**src/rtl/button_pkg.sv**
```systemverilog
// Shared types for the pushbutton debouncer: FSM state encoding (IDLE is the reset value).
package button_pkg;

  typedef enum logic [1:0] {
    IDLE         = 2'b00,
    PRESS_WAIT   = 2'b01,
    PRESSED      = 2'b10,
    RELEASE_WAIT = 2'b11
  } debounce_state_t;

endpackage

```
**src/rtl/sync_chain.sv**
```systemverilog
// Multi-flop synchronizer bringing an asynchronous level into the clk domain.
module sync_chain #(
  parameter int SYNC_STAGES = 2
) (
  input  logic clk,
  input  logic rst,
  input  logic d,
  output logic q
);

  logic [SYNC_STAGES-1:0] ff;

  always_ff @(posedge clk or negedge rst) begin
    if (!rst) ff <= '0;
    else      ff <= {ff[SYNC_STAGES-2:0], d};
  end

  assign q = ff[SYNC_STAGES-1];

endmodule

```
**src/rtl/button_debouncer.sv**
```systemverilog
// Pushbutton debouncer: synchronizer, four-state debounce FSM, registered level/press/release pulses.
// Optional long-press pulse is built only when BUTTON_LONG_PRESS_EN is defined.
module button_debouncer
  import button_pkg::*;
#(
  parameter int SYNC_STAGES       = 2,
  parameter int DEBOUNCE_CYCLES   = 240000,
  parameter int LONG_PRESS_CYCLES = 12000000
) (
  input  logic clk,
  input  logic rst,
  input  logic ena,
  input  logic button_raw,
  output logic button_level,
  output logic button_press,
  output logic button_release,
  output logic long_press
);

  localparam int CW = $clog2(DEBOUNCE_CYCLES);
  localparam logic [CW-1:0] DEB_LAST = CW'(DEBOUNCE_CYCLES - 1);

  logic            s;
  debounce_state_t state, state_d;
  logic [CW-1:0]   cnt, cnt_d;
  logic            press_evt, release_evt;

  sync_chain #(.SYNC_STAGES(SYNC_STAGES)) u_sync (
    .clk (clk),
    .rst (rst),
    .d   (button_raw),
    .q   (s)
  );

  always_ff @(posedge clk or negedge rst) begin
    if (!rst) begin
      state <= IDLE;
      cnt   <= '0;
    end else begin
      state <= state_d;
      cnt   <= cnt_d;
    end
  end

  // The counter only advances below DEB_LAST, so it can never wrap.
  always_comb begin
    state_d     = state;
    cnt_d       = cnt;
    press_evt   = 1'b0;
    release_evt = 1'b0;
    case (state)
      IDLE: begin
        if (s) begin
          state_d = PRESS_WAIT;
          cnt_d   = '0;
        end
      end
      PRESS_WAIT: begin
        if (!s) begin
          state_d = IDLE;
        end else if (cnt == DEB_LAST) begin
          state_d   = PRESSED;
          press_evt = 1'b1;
        end else begin
          cnt_d = cnt + CW'(1);
        end
      end
      PRESSED: begin
        if (!s) begin
          state_d = RELEASE_WAIT;
          cnt_d   = '0;
        end
      end
      RELEASE_WAIT: begin
        if (s) begin
          state_d = PRESSED;
        end else if (cnt == DEB_LAST) begin
          state_d     = IDLE;
          release_evt = 1'b1;
        end else begin
          cnt_d = cnt + CW'(1);
        end
      end
      default: state_d = IDLE;
    endcase
  end

  // Pulses are gated by ena at the edge they would fire; masked events are simply lost.
  always_ff @(posedge clk or negedge rst) begin
    if (!rst) begin
      button_level   <= 1'b0;
      button_press   <= 1'b0;
      button_release <= 1'b0;
    end else begin
      button_level   <= (state_d == PRESSED) || (state_d == RELEASE_WAIT);
      button_press   <= ena & press_evt;
      button_release <= ena & release_evt;
    end
  end

`ifdef BUTTON_LONG_PRESS_EN
  localparam int HW = $clog2(LONG_PRESS_CYCLES);
  localparam logic [HW-1:0] HOLD_LAST = HW'(LONG_PRESS_CYCLES - 1);

  logic [HW-1:0] hold_cnt;
  logic          hold_fired;

  // Hold count restarts on each accepted press; hold_fired limits long_press to one pulse per press.
  always_ff @(posedge clk or negedge rst) begin
    if (!rst) begin
      hold_cnt   <= '0;
      hold_fired <= 1'b0;
      long_press <= 1'b0;
    end else begin
      long_press <= 1'b0;
      if (press_evt) begin
        hold_cnt   <= '0;
        hold_fired <= 1'b0;
      end else if ((state == PRESSED) || (state == RELEASE_WAIT)) begin
        if (hold_cnt != HOLD_LAST) begin
          hold_cnt <= hold_cnt + HW'(1);
        end else if (!hold_fired) begin
          hold_fired <= 1'b1;
          long_press <= ena;
        end
      end
    end
  end
`else
  assign long_press = 1'b0;
`endif

endmodule

```
**config.mk**
```make
export PLATFORM = sky130hd
export DESIGN_NAME = button_debouncer
export DESIGN_NICKNAME = d
export VERILOG_FILES = /design/src/rtl/button_pkg.sv /design/src/rtl/sync_chain.sv /design/src/rtl/button_debouncer.sv
export SDC_FILE = /design/constraint.sdc
export NUM_CORES = 1
export LEC_CHECK = 0
export ABC_AREA = 1
export BUFFER_PORTS_ARGS = -buffer_cell sky130_fd_sc_hd__clkbuf_2
export CAP_MARGIN = 30
export CORE_MARGIN = 2
export CORE_UTILIZATION = 26
export CTS_CLUSTER_DIAMETER = 150
export DETAILED_ROUTE_END_ITERATION = 10
export PLACE_DENSITY = 0.54
export SLEW_MARGIN = 20
export SYNTH_ARGS = -nofsm -noshare
export SYNTH_HDL_FRONTEND = slang
export SYNTH_HIERARCHICAL = 1
export SYNTH_SLANG_ARGS = --single-unit
```
**constraint.sdc**
```tcl
create_clock -name clk -period 1.6 [get_ports clk]
set_clock_uncertainty 0.05 [all_clocks]
set_input_delay 0.16 -clock clk [delete_from_list [all_inputs] [get_ports clk]]
set_output_delay 0.16 -clock clk [all_outputs]
set_load 0.02 [all_outputs]
```
==> flow_metrics.env <==
export IMPL_gp_congestion=0.8387
export IMPL_synth_fa_ha_area_frac=0.008224
export IMPL_rr_worst_depth=9
export IMPL_synth_simple_gate_area_share=0.3808
export IMPL_final_common_cell="nand2_1"
export IMPL_vias=1339
export IMPL_viasPerCell=4.434
export IMPL_setup_violations=0
export IMPL_status="completed"
export IMPL_dp_slack_ns=0.04249
export IMPL_grt_first_pass_wirelength_mm=5.685
export IMPL_tightest_slew_ns=0.6141
export IMPL_cts_buffers=3
export IMPL_cts_clk_slew_worst_paths_ns=0.09
export IMPL_cts_sinks=24
export IMPL_start_kind="register"
export IMPL_switching_share=0.2313
export IMPL_fp_coreArea_um2=5574
export IMPL_layout_cells_non_filler=302
export IMPL_fin_area_um2=1872
export IMPL_htree_num_levels=1
export IMPL_dp_cells=288
export IMPL_finalMaxSlewViolations=0
export IMPL_max_freq_ghz=0.6655
export IMPL_fin_crit_sh=0.9392
export IMPL_synth_nets=210
export IMPL_crit_required_ns=1.72
export IMPL_rsz0062_at_grt="true"
export IMPL_post_synth_cell_area_avg_um2=7.422
export IMPL_power_frac_comb=0.088
export IMPL_ant_nets=0
export IMPL_synth_cell_area_um2=1521
export IMPL_grt_pass1_vias=1272
export IMPL_synth_top_family_by_area="simple AND/OR/NAND/NOR gates"
export IMPL_syn_inst=205
export IMPL_clock_path_buffers=2
export IMPL_p_seq_frac=0.489
export IMPL_area_growth_pct=23.03
export IMPL_p_sw_uw=299.0
export IMPL_drv_cap=0
export IMPL_final_cell_mix="61 x nand2_1, 22 x dfrtp_1, 21 x nor2_1"
export IMPL_rows=27
export IMPL_worstReg2RegEnd="cnt[8]"
export IMPL_worst_slew_margin_rel=0.5906
export IMPL_die_w_um=80.50
export IMPL_finalHoldViolCount=0
export IMPL_hold_ws_ns=0.07902
export IMPL_wl_per_cell_um=11.35
export IMPL_pwr_share_clk=0.423
export IMPL_antenna_found_initial=0
export IMPL_r2r_slack_ns=0.1
export IMPL_synthMuxAreaShare=0
export IMPL_dr_first_iter_drc_count=71
export IMPL_synth_ff_type="dfrtp_1"
export IMPL_worst_setup_path_end_kind="register"
export IMPL_num_antenna_cells=0
export IMPL_p_leak_uw=0.0008059
export IMPL_initial_core_util=0.2730
export IMPL_grt_overflow=0
export IMPL_grt_util_all_layers=0.1121
export IMPL_pin_count=8
export IMPL_cts_root_buffer="clkbuf_8"
export IMPL_startpoint="cnt[0]"
export IMPL_worstSetupPathType="register to register"
export IMPL_intPower_uw=993.5
export IMPL_yosysWarnings=6
export IMPL_yosysSeqAreaShare=0.3947
export IMPL_timing_rr_start="cnt[0]"
export IMPL_die_h_um=80.50
export IMPL_wl_mm=3.427
export IMPL_period_minus_slack_ns=1.503
export IMPL_numPortBuffers=6
export IMPL_synth_cell_types=26
export IMPL_drive_gt1_frac=0.2957
export IMPL_synth_async_sr_flop_share=1.000
export IMPL_cp_max_fo=13
export IMPL_drtPass1Iterations=4
export IMPL_finalNetCount=236
export IMPL_power_per_cell_area_nw_per_um2=690.5
export IMPL_insertion_delay_ns=0.27
export IMPL_synth_edf_count=0
export IMPL_synthTopCellsByArea="dfrtp_1 39%, nand2_1 16%, nand3_1 6.9%, nor2_1 6.7%, o21ai_2 5.2%"
export IMPL_hold_class="input port to register"
export IMPL_synth_area_leader_cell="dfrtp_1"
export IMPL_ys_seq_elements=24
export IMPL_placed_cell_area_um2=1654
export IMPL_cp_arrival_ns=1.62
export IMPL_cts_tree="done"
export IMPL_synth_compound_area_frac=0.09293
export IMPL_design_die_area_um2=6479
export IMPL_synthXorXnorAreaFrac=0.01727
export IMPL_hpwlAfterDp_mm=2.319
export IMPL_fillers=599
export IMPL_setup_ws_ns=0.09735
export IMPL_cp_endpoint="cnt[8]"
export IMPL_ir_worst_vdd_v=0.0005490
export IMPL_remaining_drc_errors=0
export IMPL_fin_setup_tns_ns=0
export IMPL_grt_max_degree=27
export IMPL_yosysTopAreaCellShare=0.3947
power groups by stage:
stage | Combinational, uW | Sequential (uW) | Clock, uW
after floorplan | 66.6 | 642 | 0
after global placement | 94.4 | 639 | 0
after detailed placement | 94.5 | 639 | 0
after CTS | 98.7 | 627 | 560
after global routing | 130 | 634 | 588
final | 114 | 632 | 547
logic make-up (layout without fill, tap and decap cells):
kind of cell / Yosys count / after routing
buffers and inverters: 26 / 50
and+or+nand+nor: 130 / 131
DFF: 24 / 24
other: 1 / 1
xor gates and xnor gates: 3 / 3
adders and majority gates: 1 / 1
AOI/OAI and AO/OA: 20 / 20
critical path, stage by stage, from the launching register on:
cell,delay [ns]
dfrtp_1,0.43
ha_4,0.18
inv_2,0.07
nor2_4,0.04
nand3_2,0.07
nor2_4,0.06
nor2_8,0.22
clkinv_8,0.14
nand2_1,0.09
o21ai_2,0.05
area by class of cell:
| cell class | instances | area (um^2) | share of cell area |
|---|---|---|---|
| Sequential cell | 24 | 603.1 | 0.3222 |
| Timing Repair Buffer | 25 | 181.4 | 0.09692 |
| Inverter | 20 | 87.58 | 0.04679 |
| Multi-Input combinational cell | 156 | 829.5 | 0.4432 |
| Tap cell | 72 | 90.09 | 0.04813 |
| Clock buffer | 3 | 41.29 | 0.02206 |
| Timing Repair inverter | 1 | 8.758 | 0.004679 |
| Clock inverter | 1 | 30.03 | 0.01604 |
worst min path at each step:
stage               from        endpoint  slack (ns)  depth (start not counted)
floorplan            rst    button_press       -0.19                          0
global placement     rst          cnt[8]        0.16                          1
detailed placement   rst          cnt[6]        0.17                          1
CTS                  ena  button_release        0.06                          3
global route         ena  button_release        0.09                          3
finish               ena    button_press        0.08                          3
through the flow:
stage / total power, uW / utilization
after floorplan: 708.6 / -
after global placement: 732.9 / 0.2967
after detailed placement: 733.3 / 0.2967
after CTS: 1285 / 0.3131
after global routing: 1352 / 0.3358
final: 1293 / 0.3358
timing repair:
item / in CTS / in global routing
hold endpoints to repair: 25 / 0
resized for setup: 0 / 20
hold buffers: 2 / 0
endpoints found under the setup margin: 0 / 19
setup buffers: 0 / 6
synth_stat cells (2+ instances only):
cell       n
o21ai_1    5
buf_12     2
buf_4      2
nand2_2    6
nand4_1    3
inv_1     19
nand3_1   21
or2_2      2
o21ai_2    9
nand2_1   64
a21oi_1    2
nor2_2     2
xor2_1     3
dfrtp_1   24
nor2_1    27
o21bai_1   3
nor3_1     2
registers in the layout (all words and copies together), names as in the netlist:
signal and cells:
cnt 18, u_sync/ff 2, button_press 1, state 2
button_release 1
metal layers:
layer	up-vias	track usage	share of wire
li1	700	-	-
met1	619	0.1465	0.49
met2	16	0.1892	0.48
met3	4	0.02697	0.025
met4	0	0.02034	0.0053
met5	-	0	0
Note: power is estimated with default switching activity, not from simulation.
